## src/rtl/trace_pkg.sv

```systemverilog
// trace_pkg: shared types for the commit trace buffer.
//   trace_state_e : capture FSM state (IDLE / RUN / FROZEN)
//   trace_entry_t : one captured commit {pc, inst, wvld, waddr, wdata[, cycle]}
//   TRACE_*_W     : field widths used by trace_entry_t
// Optional feature macro: TRACE_TIMESTAMP_EN adds a 32-bit cycle stamp field.
package trace_pkg;

    localparam int TRACE_PC_W    = 32;
    localparam int TRACE_INST_W  = 32;
    localparam int TRACE_DATA_W  = 32;
    localparam int TRACE_RA_W    = 5;
    localparam int TRACE_CYCLE_W = 32;

    typedef enum logic [1:0] {
        IDLE   = 2'd0,
        RUN    = 2'd1,
        FROZEN = 2'd2
    } trace_state_e;

    typedef struct packed {
        logic [TRACE_PC_W-1:0]    pc;
        logic [TRACE_INST_W-1:0]  inst;
        logic                     wvld;
        logic [TRACE_RA_W-1:0]    waddr;
        logic [TRACE_DATA_W-1:0]  wdata;
`ifdef TRACE_TIMESTAMP_EN
        logic [TRACE_CYCLE_W-1:0] cycle;
`endif
    } trace_entry_t;

endpackage

```

## src/rtl/trace_fifo.sv

```systemverilog
// trace_fifo: circular buffer of trace entries with optional overwrite-oldest.
// Ports:
//   clk, reset      : clock, synchronous active-low reset
//   push, push_data : store an entry this cycle
//   pop             : consume the head (ignored when empty)
//   head, head_vld  : oldest entry (all zero when empty)
//   count           : entries held, 0..DEPTH
//   ovf             : pulse, a push found the buffer full with no pop
// Parameters: DEPTH (power of 2, >=2), OVERWRITE (0 drop new, 1 drop head).
module trace_fifo
    import trace_pkg::*;
#(
    parameter int  DEPTH     = 16,
    parameter bit  OVERWRITE = 1'b0,
    parameter type entry_t   = trace_entry_t
) (
    input  logic                     clk,
    input  logic                     reset,
    input  logic                     push,
    input  entry_t                   push_data,
    input  logic                     pop,
    output entry_t                   head,
    output logic                     head_vld,
    output logic [$clog2(DEPTH):0]   count,
    output logic                     ovf
);

    localparam int AW    = $clog2(DEPTH);
    localparam int CNT_W = AW + 1;

    entry_t           mem [DEPTH];
    logic [AW-1:0]    wr_ptr;
    logic [AW-1:0]    rd_ptr;
    logic             full;
    logic             do_pop;
    logic             wr_ok;
    logic             drop_head;
    logic             rd_adv;

    assign full      = (count == CNT_W'(DEPTH));
    assign do_pop    = pop && (count != '0);
    // A pop in the same cycle frees the slot, so a full buffer still accepts.
    assign wr_ok     = push && (!full || do_pop || OVERWRITE);
    assign drop_head = push && full && !do_pop && OVERWRITE;
    assign rd_adv    = do_pop || drop_head;
    assign ovf       = push && full && !do_pop;

    assign head_vld  = (count != '0);
    assign head      = head_vld ? mem[rd_ptr] : '0;

    always_ff @(posedge clk) begin
        if (wr_ok) begin
            mem[wr_ptr] <= push_data;
        end
    end

    always_ff @(posedge clk) begin
        if (!reset) begin
            wr_ptr <= '0;
            rd_ptr <= '0;
            count  <= '0;
        end else begin
            if (wr_ok) begin
                wr_ptr <= wr_ptr + AW'(1);
            end
            if (rd_adv) begin
                rd_ptr <= rd_ptr + AW'(1);
            end
            count <= count + CNT_W'(wr_ok) - CNT_W'(rd_adv);
        end
    end

endmodule

```

## src/rtl/commit_trace_buffer.sv

```systemverilog
// commit_trace_buffer: captures CPU commits (pc change) into a trace buffer.
// Ports:
//   clk, reset                 : clock, synchronous active-low reset
//   pc, inst                   : CPU pc and instruction register
//   rf_we, rf_waddr, rf_wdata  : regfile write port (waddr 0 is not a write)
//   trace_en                   : 1 arm/run, 0 idle
//   trig_en, trig_pc           : freeze capture after the entry at trig_pc
//   rd_valid, rd_ready, rd_*   : drain port for the head entry
//   rd_wvld                    : head entry carries a register write
//   count                      : entries held
//   overflow                   : sticky, an entry was dropped or overwritten
//   frozen                     : trigger hit, capture halted
//   rd_cycle                   : capture cycle stamp (TRACE_TIMESTAMP_EN only)
//   dbg_state                  : current FSM state
// Optional feature macro: TRACE_TIMESTAMP_EN.
//
// Drain handshake: rd_valid/rd_* present the oldest entry and hold it stable
// until consumed; an entry transfers at a rising edge where rd_valid &&
// rd_ready; rd_valid never depends on rd_ready; a new capture is never
// bypassed to the port, it appears the cycle after its capture edge.
module commit_trace_buffer
    import trace_pkg::*;
#(
    parameter int PC_W      = TRACE_PC_W,
    parameter int INST_W    = TRACE_INST_W,
    parameter int DATA_W    = TRACE_DATA_W,
    parameter int RA_W      = TRACE_RA_W,
    parameter int DEPTH     = 16,
    parameter int FULL_MODE = 0
) (
    input  logic                     clk,
    input  logic                     reset,
    input  logic [PC_W-1:0]          pc,
    input  logic [INST_W-1:0]        inst,
    input  logic                     rf_we,
    input  logic [RA_W-1:0]          rf_waddr,
    input  logic [DATA_W-1:0]        rf_wdata,
    input  logic                     trace_en,
    input  logic                     trig_en,
    input  logic [PC_W-1:0]          trig_pc,
    output logic                     rd_valid,
    input  logic                     rd_ready,
    output logic [PC_W-1:0]          rd_pc,
    output logic [INST_W-1:0]        rd_inst,
    output logic [RA_W-1:0]          rd_waddr,
    output logic [DATA_W-1:0]        rd_wdata,
    output logic                     rd_wvld,
    output logic [$clog2(DEPTH):0]   count,
    output logic                     overflow,
    output logic                     frozen,
`ifdef TRACE_TIMESTAMP_EN
    output logic [31:0]              rd_cycle,
`endif
    output trace_state_e             dbg_state
);

    trace_state_e      state;
    trace_state_e      state_n;
    logic [PC_W-1:0]   pc_prev;
    logic              lat_vld;
    logic [RA_W-1:0]   lat_addr;
    logic [DATA_W-1:0] lat_data;
    logic              wr_hit;
    logic              capture;
    logic              trig_hit;
    logic              fifo_ovf;
    trace_entry_t      new_entry;
    trace_entry_t      head;

    assign wr_hit   = rf_we && (rf_waddr != '0);
    assign capture  = (state == RUN) && (pc != pc_prev);
    assign trig_hit = capture && trig_en && (pc == trig_pc);

    always_comb begin
        state_n = state;
        case (state)
            IDLE:    if (trace_en) state_n = RUN;
            RUN: begin
                if (!trace_en)     state_n = IDLE;
                else if (trig_hit) state_n = FROZEN;
            end
            FROZEN:  if (!trace_en) state_n = IDLE;
            default: state_n = IDLE;
        endcase
    end

    always_ff @(posedge clk) begin
        if (!reset) begin
            state   <= IDLE;
            pc_prev <= '0;
        end else begin
            state   <= state_n;
            pc_prev <= pc;
        end
    end

    // Last qualifying regfile write since the previous capture. A write in
    // the capture cycle goes straight into the entry, so capture wins here.
    always_ff @(posedge clk) begin
        if (!reset || capture) begin
            lat_vld  <= 1'b0;
            lat_addr <= '0;
            lat_data <= '0;
        end else if (wr_hit) begin
            lat_vld  <= 1'b1;
            lat_addr <= rf_waddr;
            lat_data <= rf_wdata;
        end
    end

    always_ff @(posedge clk) begin
        if (!reset) begin
            overflow <= 1'b0;
        end else if (state == IDLE && trace_en) begin
            overflow <= 1'b0;
        end else if (fifo_ovf) begin
            overflow <= 1'b1;
        end
    end

`ifdef TRACE_TIMESTAMP_EN
    logic [31:0] cycle_cnt;

    always_ff @(posedge clk) begin
        if (!reset) begin
            cycle_cnt <= '0;
        end else begin
            cycle_cnt <= cycle_cnt + 32'd1;
        end
    end
`endif

    always_comb begin
        new_entry      = '0;
        new_entry.pc   = pc;
        new_entry.inst = inst;
        if (wr_hit) begin
            new_entry.wvld  = 1'b1;
            new_entry.waddr = rf_waddr;
            new_entry.wdata = rf_wdata;
        end else begin
            new_entry.wvld  = lat_vld;
            new_entry.waddr = lat_addr;
            new_entry.wdata = lat_data;
        end
`ifdef TRACE_TIMESTAMP_EN
        new_entry.cycle = cycle_cnt;
`endif
    end

    trace_fifo #(
        .DEPTH     (DEPTH),
        .OVERWRITE (FULL_MODE != 0),
        .entry_t   (trace_entry_t)
    ) u_fifo (
        .clk       (clk),
        .reset     (reset),
        .push      (capture),
        .push_data (new_entry),
        .pop       (rd_ready),
        .head      (head),
        .head_vld  (rd_valid),
        .count     (count),
        .ovf       (fifo_ovf)
    );

    assign rd_pc     = head.pc;
    assign rd_inst   = head.inst;
    assign rd_wvld   = head.wvld;
    assign rd_waddr  = head.waddr;
    assign rd_wdata  = head.wdata;
`ifdef TRACE_TIMESTAMP_EN
    assign rd_cycle  = head.cycle;
`endif
    assign frozen    = (state == FROZEN);
    assign dbg_state = state;

endmodule

```

## config.mk

```make
export PLATFORM = sky130hd
export DESIGN_NAME = commit_trace_buffer
export DESIGN_NICKNAME = d
export VERILOG_FILES = /design/src/rtl/trace_pkg.sv /design/src/rtl/trace_fifo.sv /design/src/rtl/commit_trace_buffer.sv
export SDC_FILE = /design/constraint.sdc
export NUM_CORES = 1
export LEC_CHECK = 0
export CAP_MARGIN = 0
export CORE_ASPECT_RATIO = 1.5
export CORE_MARGIN = 10
export CORE_UTILIZATION = 52
export CTS_CLUSTER_DIAMETER = 100
export DETAILED_ROUTE_END_ITERATION = 8
export GPL_ROUTABILITY_DRIVEN = 0
export GPL_TIMING_DRIVEN = 0
export HOLD_SLACK_MARGIN = 0.15
export PLACE_DENSITY = 0.8
export SYNTH_ARGS = -nofsm -noshare
export SYNTH_HDL_FRONTEND = slang
export SYNTH_SLANG_ARGS = --single-unit
```

## constraint.sdc

```tcl
create_clock -name clk -period 17.4 [get_ports clk]
set_input_delay 5.22 -clock clk [delete_from_list [all_inputs] [get_ports clk]]
set_output_delay 5.22 -clock clk [all_outputs]
set_load 0.02 [all_outputs]
```

Word level (Yosys, flattened, before mapping):

Memory sizes are Yosys's and may differ from the RTL's. A register that Yosys moved wholly into a read port is not among the register bits.
Cells that the tools add are included.
W data, S select, Z words.

* memory bits (read-only): 0
* register bits after elaboration: 86
* latch bits: 0
* output and inout port bits: 112
* memories: 1
* RAM bits: 1632

Memory list
* u_fifo.mem: depth 16, bits a word 102, rd ports 1, clocked after memory_dff 1, wr ports 1, RTL line trace_fifo.sv:31 `entry_t mem [DEPTH];`

* equal/unequal tests: 8
* reductions and logical operators: 19
* $mul: 0
* shift operators: 0
* div/mod/pow operators: 0
* bitwise operators: 1
* mux-type cells: 11
* magnitude comparators: 0
* $add $sub $neg: 4

Operators with widths (count)
* $mux W102: 1
* $mux W38: 1
* $eq A32 B32 Y1: 1
* $ne A32 B32 Y1: 1
* $reduce_bool A5 Y1: 2
* $logic_and A1 B1 Y1: 9
* $add A4 B1 Y4 const B: 2
* $mux W2: 4
* $mux W4: 2
* $pmux W2 S3: 1
* $add A5 B1 Y5: 1
* $eq A5 B5 Y1 const B: 1
* $sub A5 B1 Y5: 1
* $ne A2 B2 Y1 const B: 2
* $logic_not A1 Y1: 3
* $ne A3 B3 Y1 const B: 1
* $reduce_and A3 Y1: 1
* $eq A2 B1 Y1 const B: 1
* $eq A2 B2 Y1 const B: 1
* $logic_not A2 Y1: 1
* $logic_or A1 B1 Y1: 2
* $mux W1: 2
* $reduce_or A2 Y1: 1
* $not A1 Y1: 1

Logic depth before layout (Yosys ltp):

Gate-level depths: netlist of the first run.

* word-level depth: 7
* mapped depth: 14

Hierarchy:

Synthesis of the first run repeated with hierarchy kept, for this count alone.

* cells, all modules: 3025
* area, all modules: 66561.3 um2

Modules (own cells, without submodules)
* trace_fifo: seq. area each 49347.3 um2, area each 63221.9 um2, cells each 2721, times used 1
* commit_trace_buffer: seq. area each 1461.4 um2, area each 3339.5 um2, cells each 304, times used 1

Worst setup path after synthesis of the first run:

OpenSTA, ideal clock, no wires.

* path kind: input to register
* start: in pc[5]
* end: mem u_fifo.mem[13][0] in the netlist's numbering, enable pin
* setup time: 849 ps
* buffers on the path: 1
* arrival time: 16322 ps
* stages: 6
* setup slack: 229 ps
* path through: xor2_1 > nor4_1 > nand4_1 > o21ai_1 > clkbuf_1 > nor4b_1

* word-level cells in the longest chain between the ends: 5

Ends and longest elaborated chain
* start: declaration: RTL line commit_trace_buffer.sv:33 `input logic [PC_W-1:0] pc,`
* $ne A32 B32 Y1: RTL line commit_trace_buffer.sv:71 `assign capture = (state == RUN) && (pc != pc_prev);`
* $logic_and A1 B1 Y1: RTL line commit_trace_buffer.sv:71
* $logic_and A1 B1 Y1: RTL line trace_fifo.sv:43 `assign wr_ok = push && (!full || do_pop || OVERWRITE);`
* $mux W1: RTL line trace_fifo.sv:52 `if (wr_ok) begin`
* $mux W1 (implied by the code): RTL line trace_fifo.sv:53 `mem[wr_ptr] <= push_data;`
* end: declaration: RTL line trace_fifo.sv:31

Every way passes these cells.

==> flow_summary.json, run 1 <==
{
  "status": "completed",
  "finalCritPeriodShare_pct": 59.84,
  "cts-buffers-inserted": 145,
  "cts_setup_buffers": 0,
  "switching_share_pct": 26.69,
  "arrival_ns": 5.19,
  "area_delta_synth_final_pct": 17.33,
  "dr.pass1.iters": 5,
  "cts_hold_buf": 0,
  "syn_avg_cell_area_sq_um": 23.65,
  "antenna_found_initial": 12,
  "cts_buffer_depth": 3,
  "die_w_um": 310.7,
  "min_period_ns": 10.41,
  "rrSetupSlack_ns": 13.16,
  "finClkSkew_ns": 0.03339,
  "p_leak_nw": 24.26,
  "ctsResizeCount": 0,
  "fp.dieH_um": 456.0,
  "async_flop_share_pct": 0,
  "dp_hpwl_mm": 103.2,
  "cp.required_ns": 12.18,
  "start_util_pct": 52.50,
  "synth_warnings": 0,
  "power_density_mw_per_mm2": 135.7,
  "grtUsageTotal_pct": 24.49,
  "cts.sinks": 1722,
  "worst_pin_slew_ns": 1.419,
  "slew_headroom_pct": 5.418,
  "power.internal_mw": 7.691,
  "synth_area_sq_mm": 0.06590,
  "ir_drop_uv": 93.05,
  "clock_latency_ns": 0.80,
  "cts_tree": "built",
  "drt-total-wl_mm": 174.8,
  "finalSetupViolCount": 0,
  "synth_seq_cells": 1722,
  "power_mw": 10.49,
  "reg2reg_from": "pc_prev[14]$_SDFF_PN0_",
  "rows": 159,
  "drt-vias-per-instance": 6.403,
  "final_common_cell": "edfxtp_1",
  "rsz0062_at_grt": "false",
  "grt_overflow_total": 0,
  "combPwrFrac_pct": 22.8,
  "hp-start": "lat_addr[1]$_SDFFE_PP0P_",
  "ys_types": 46,
  "slew_violations": 0,
  "htreeDepth": 4,
  "start_kind": "register",
  "port_buffers": 249,
  "grt_max_degree": 45,
  "synthFlopType": "edfxtp_1",
  "worstHoldPathCells": 2,
  "p_sw_mw": 2.799,
  "drive_gt1_share_pct": 27.29,
  "wire_per_inst_um": 33.99,
  "path_max_fanout": 10,
  "die_area_sq_mm": 0.1417,
  "hp-class": "reg -> reg",
  "crit_path_end_kind": "primary output",
  "setup_slack_ns": 6.988,
  "post-place-ws_ns": 7.330,
  "route.detailed.drc": 0,
  "final_cell_mix": "edfxtp_1 (1,632), mux4_2 (510), clkdlybuf4s50_1 (249), clkbuf_16 (150), and2_1 (142)",
  "path_clk_slew_ns": 0.07,
  "synth_nets": 2938,
  "drtIter0Drc": 4363,
  "fin_nets": 3468,
  "ios": 251,
  "maxClockFrequency_mhz": 96.04,
  "yosysSeqAreaShare_pct": 77.10,
  "reg2reg_to": "u_fifo.mem[2][63]$_DFFE_PP_",
  "max_cap_violations": 0,
  "tns_ns": 0,
  "clockRootBuffer": "clkbuf_16",
  "grt_pass1_vias": 34820,
  "p_clk_share_pct": 33.2,
  "synth_edf_count": 1632,
  "seqPwrFrac_pct": 44.0,
  "utilization_pct": 61.60,
  "vias": 32920,
  "min_to": "lat_addr[1]$_SDFFE_PP0P_",
  "r2r_cells": 12,
  "grt_pass1_wl_mm": 251.0,
  "path_class": "reg -> out",
  "antenna_left": 0,
  "hold_viol_final": 0,
  "core-area_sq_mm": 0.1255,
  "postSynthCellCount": 2787
}
## sequential cells by signal, indices dropped and copies added, names as in the netlist, named ones only
| signal | cells |
|---|---|
| dbg_state | 2 |
| lat_addr | 5 |
| lat_data | 32 |
| lat_vld | 1 |
| overflow | 1 |
| pc_prev | 32 |
| u_fifo.count | 5 |
| u_fifo.mem | 1632 |
| u_fifo.rd_ptr | 4 |
| u_fifo.wr_ptr | 4 |
## per-layer routing
| metal | part of all wire [%] | up-vias | track usage, % | wire length [um] |
|---|---|---|---|---|
| met5 | 0.025 | - | 0 | 43 |
| met4 | 4.8 | 8 | 11.82 | 8357 |
| met3 | 9.1 | 428 | 5.403 | 15940 |
| met2 | 52 | 2255 | 41.63 | 90140 |
| met1 | 34 | 17400 | 29.59 | 60290 |
| li1 | - | 12830 | - | - |
## cell families after synthesis
family / after synthesis / share of synthesized area [%]
flip-flops: 1722 / 77.10
AO/OA/AOI/OAI: 21 / 0.2050
adder cells (fa/ha/maj): 12 / 0.2392
multiplexers: 545 / 18.02
XOR/XNOR: 65 / 0.8639
AND/OR/NAND/NOR: 264 / 2.438
buffers and inverters: 158 / 1.135
## cell usage after synthesis (2+ instances only)
cell type | number | area, sq um
nand3_1 | 4 | 20.02
nor4b_1 | 2 | 17.52
nor2_1 | 6 | 22.52
a21oi_1 | 7 | 35.03
nand2_1 | 27 | 101.4
mux2_1 | 32 | 360.4
clkbuf_1 | 88 | 330.3
and3_1 | 40 | 250.2
buf_2 | 34 | 170.2
o22ai_1 | 2 | 12.51
edfxtp_1 | 1632 | 49010
nand2b_1 | 2 | 12.51
ha_1 | 11 | 137.6
or4_1 | 2 | 15.01
o21ai_1 | 3 | 15.01
mux4_2 | 510 | 11490
buf_1 | 7 | 26.28
nor2b_1 | 4 | 25.02
and4b_1 | 2 | 20.02
inv_1 | 13 | 48.80
nor4_1 | 15 | 93.84
nor4bb_1 | 3 | 30.03
xor2_1 | 50 | 437.9
xnor2_1 | 15 | 131.4
a21boi_1 | 2 | 15.01
and2_1 | 142 | 888.4
dfxtp_1 | 90 | 1802
and4_1 | 3 | 26.28
mux2i_1 | 3 | 30.03
nand4_1 | 6 | 37.54
buf_6 | 15 | 168.9
## stage by stage
stage,instance area [sq um],hold slack (ns),instances
global placement,70510,0.4528,4726
detailed placement,72220,0.4653,4860
finish,77320,0.4697,5142
global route,77310,0.5049,5137
CTS,77290,0.4742,5131
floorplan,65900,0.4443,2787
## power by group through the flow
stage | sequential (mW) | clock [mW] | combinational, mW
after global placement | 4.72 | 0 | 2.33
final | 4.62 | 3.48 | 2.40
after floorplan | 4.71 | 0 | 1.44
after global routing | 4.62 | 3.64 | 2.51
after detailed placement | 4.70 | 0 | 2.38
after CTS | 4.61 | 3.50 | 2.42
## worst max path at each step
stage / from / to / slack, ns / cells after the start
after floorplan: pc[5] / u_fifo.mem[13][0]$_DFFE_PP_ / 0.23 / 6
after global placement: pc[5] / u_fifo.mem[14][88]$_DFFE_PP_ / -15.12 / 7
after detailed placement: pc[13] / u_fifo.mem[2][82]$_DFFE_PP_ / 7.33 / 13
after CTS: register / rd_wdata[31] / 7.03 / 7
after global routing: register / rd_wdata[31] / 7.00 / 7
final: register / rd_pc[10] / 6.99 / 7
## worst max-delay path, cell delays in order, from the launching register on
cell	delay (ns)
dfxtp_1	0.35
buf_2	0.39
clkbuf_1	1.06
clkbuf_1	0.79
mux4_2	0.46
mux4_2	0.49
and2_1	0.26
clkdlybuf4s50_1	0.58
## layout make-up
cell class | instances | area [sq um]
Sequential cell | 1722 | 50810
Timing Repair Buffer | 383 | 4093
Inverter | 14 | 52.55
Clock buffer | 186 | 3963
Multi-Input combinational cell | 907 | 14460
Clock inverter | 85 | 1111
Fill cell | 8065 | 48210
Tap cell | 1690 | 2115
Buffer | 144 | 695.7
Antenna cell | 11 | 27.53
(Power assumes the default switching activity.)
==> run 2, diff against run 1 <==
- clock period: 17.4 -> 8.85 ns (I/O delays scaled with it)
==> flow_summary.json, run 2 (synthesized netlist as in run 1, its figures left out) <==
{
  "cts_setup_buffers": 0,
  "route.detailed.drc": 0,
  "path_max_fanout": 10,
  "path_clk_slew_ns": 0.07,
  "vias": 33040,
  "die_area_sq_mm": 0.1417,
  "cts_buffer_depth": 3,
  "utilization_pct": 61.32,
  "busiest_layer": "met2",
  "place_area_sq_mm": 0.07230,
  "fp.dieH_um": 456.0,
  "tns_ns": 0,
  "grtUsageTotal_pct": 24.66,
  "dp_hpwl_mm": 103.7,
  "hold_viol_final": 0,
  "fin_cells": 5112,
  "cts_hold_buf": 0,
  "power.internal_mw": 14.72,
  "htreeDepth": 4,
  "seqPwrFrac_pct": 45.1,
  "largest_reg_flops": 1632,
  "p_leak_nw": 23.97,
  "arrival_ns": 5.27,
  "switching_share_pct": 27.00,
  "rsz0062_at_grt": "false",
  "cts.sinks": 1722,
  "finClkSkew_ns": 0.02560,
  "worst_pin_slew_ns": 1.459,
  "finalCritPeriodShare_pct": 89.59,
  "p_clk_share_pct": 31.5,
  "start_kind": "register",
  "fin_nets": 3445,
  "final_cell_mix": "edfxtp_1 (1,632), mux4_2 (510), clkdlybuf4s50_1 (249), clkbuf_16 (155), and2_1 (142)",
  "final_area_sq_mm": 0.07698,
  "slew_headroom_pct": 2.740,
  "grt_max_degree": 46,
  "dr.pass1.iters": 8,
  "drtIter0Drc": 4717,
  "power_density_mw_per_mm2": 261.8,
  "slew_violations": 0,
  "max_cap_violations": 0,
  "ctsResizeCount": 0,
  "core-area_sq_mm": 0.1255,
  "cp.required_ns": 6.20,
  "grt_pass1_wl_mm": 251.4,
  "reg2reg_to": "u_fifo.count[4]$_SDFF_PN0_",
  "rrSetupSlack_ns": 4.54,
  "clock_latency_ns": 0.79,
  "start_util_pct": 52.50,
  "regMostFlops": "u_fifo.mem",
  "antenna_found_initial": 9,
  "worstHoldPathCells": 2,
  "ios": 251,
  "drt-total-wl_mm": 175.8,
  "reg_top3": "u_fifo.mem x1632, lat_data x32, pc_prev x32",
  "area_delta_synth_final_pct": 16.81,
  "combPwrFrac_pct": 23.4,
  "finalSetupViolCount": 0,
  "grt_overflow_total": 0,
  "min_period_ns": 7.928,
  "reg2reg_from": "u_fifo.count[3]$_SDFF_PN0_",
  "maxClockFrequency_mhz": 126.1,
  "holdWs_ns": 0.4745,
  "endpoint": "rd_wdata[18]",
  "clockRootBuffer": "clkbuf_16",
  "crit_path_end_kind": "primary output",
  "cts-buffers-inserted": 149,
  "grtUsageMet1_pct": 30.48,
  "p_sw_mw": 5.442,
  "drt-vias-per-instance": 6.463,
  "final_common_cell": "edfxtp_1",
  "cts_tree": "built",
  "use_met2_pct": 41.59,
  "use_met3_pct": 5.525,
  "antenna_left": 0,
  "ir_drop_uv": 227.1,
  "rows": 159,
  "port_buffers": 249,
  "hp-class": "reg -> reg",
  "die_w_um": 310.7,
  "status": "completed",
  "r2r_cells": 12,
  "wire_per_inst_um": 34.40,
  "drive_gt1_share_pct": 25.89,
  "path_class": "reg -> out",
  "grt_pass1_vias": 34300,
  "dp.cells": 4833
}
==> run 2: critical path, stage by stage, from the launching register on <==
cell and delay (ns):
dfxtp_1 0.36, buf_2 0.44, buf_1 1.07, clkbuf_1 0.80, mux4_2 0.46, mux4_2 0.50, and2_1 0.27, clkdlybuf4s50_1 0.58
==> run 2: through the flow <==
stage                     setup WS (ns)  power (mW)
final                            0.9217       20.16
after global routing             0.9584       20.71
after CTS                        0.9811       20.25
after detailed placement          1.243       13.94
after global placement           -10.72       13.88
after floorplan                  -1.255       12.08
==> run 2: layer usage <==
layer,wire length [um],share of wire [%]
met5,13,0.0074
met4,7596,4.3
met3,18030,10
met2,90140,51
met1,60070,34
==> run 2: worst min path at each step <==
stage | from | end | slack [ns]
2_1_floorplan | lat_addr[0]$_SDFFE_PP0P_ | lat_addr[0]$_SDFFE_PP0P_ | 0.44
3_3_place_gp | lat_addr[2]$_SDFFE_PP0P_ | lat_addr[2]$_SDFFE_PP0P_ | 0.45
3_5_place_dp | lat_addr[4]$_SDFFE_PP0P_ | lat_addr[4]$_SDFFE_PP0P_ | 0.46
4_1_cts | lat_addr[4]$_SDFFE_PP0P_ | lat_addr[4]$_SDFFE_PP0P_ | 0.47
5_1_grt | lat_addr[4]$_SDFFE_PP0P_ | lat_addr[4]$_SDFFE_PP0P_ | 0.50
6_report | lat_addr[4]$_SDFFE_PP0P_ | lat_addr[4]$_SDFFE_PP0P_ | 0.47
==> run 2: area by class of cell <==
cell class	count	area [sq um]
Multi-Input combinational cell	907	14490
Timing Repair Buffer	356	4136
Clock buffer	200	4098
Antenna cell	8	20.02
Fill cell	8133	48550
Clock inverter	71	563.0
Sequential cell	1722	50810
Tap cell	1690	2115
Buffer	144	695.7
Inverter	14	52.55
==> run 2: power groups by stage <==
stage | logic [mW] | clock network, mW | registers (mW)
4_1_cts | 4.77 | 6.39 | 9.08
5_1_grt | 4.95 | 6.67 | 9.09
3_3_place_gp | 4.60 | 0 | 9.28
6_report | 4.72 | 6.36 | 9.08
3_5_place_dp | 4.69 | 0 | 9.25
2_1_floorplan | 2.83 | 0 | 9.25
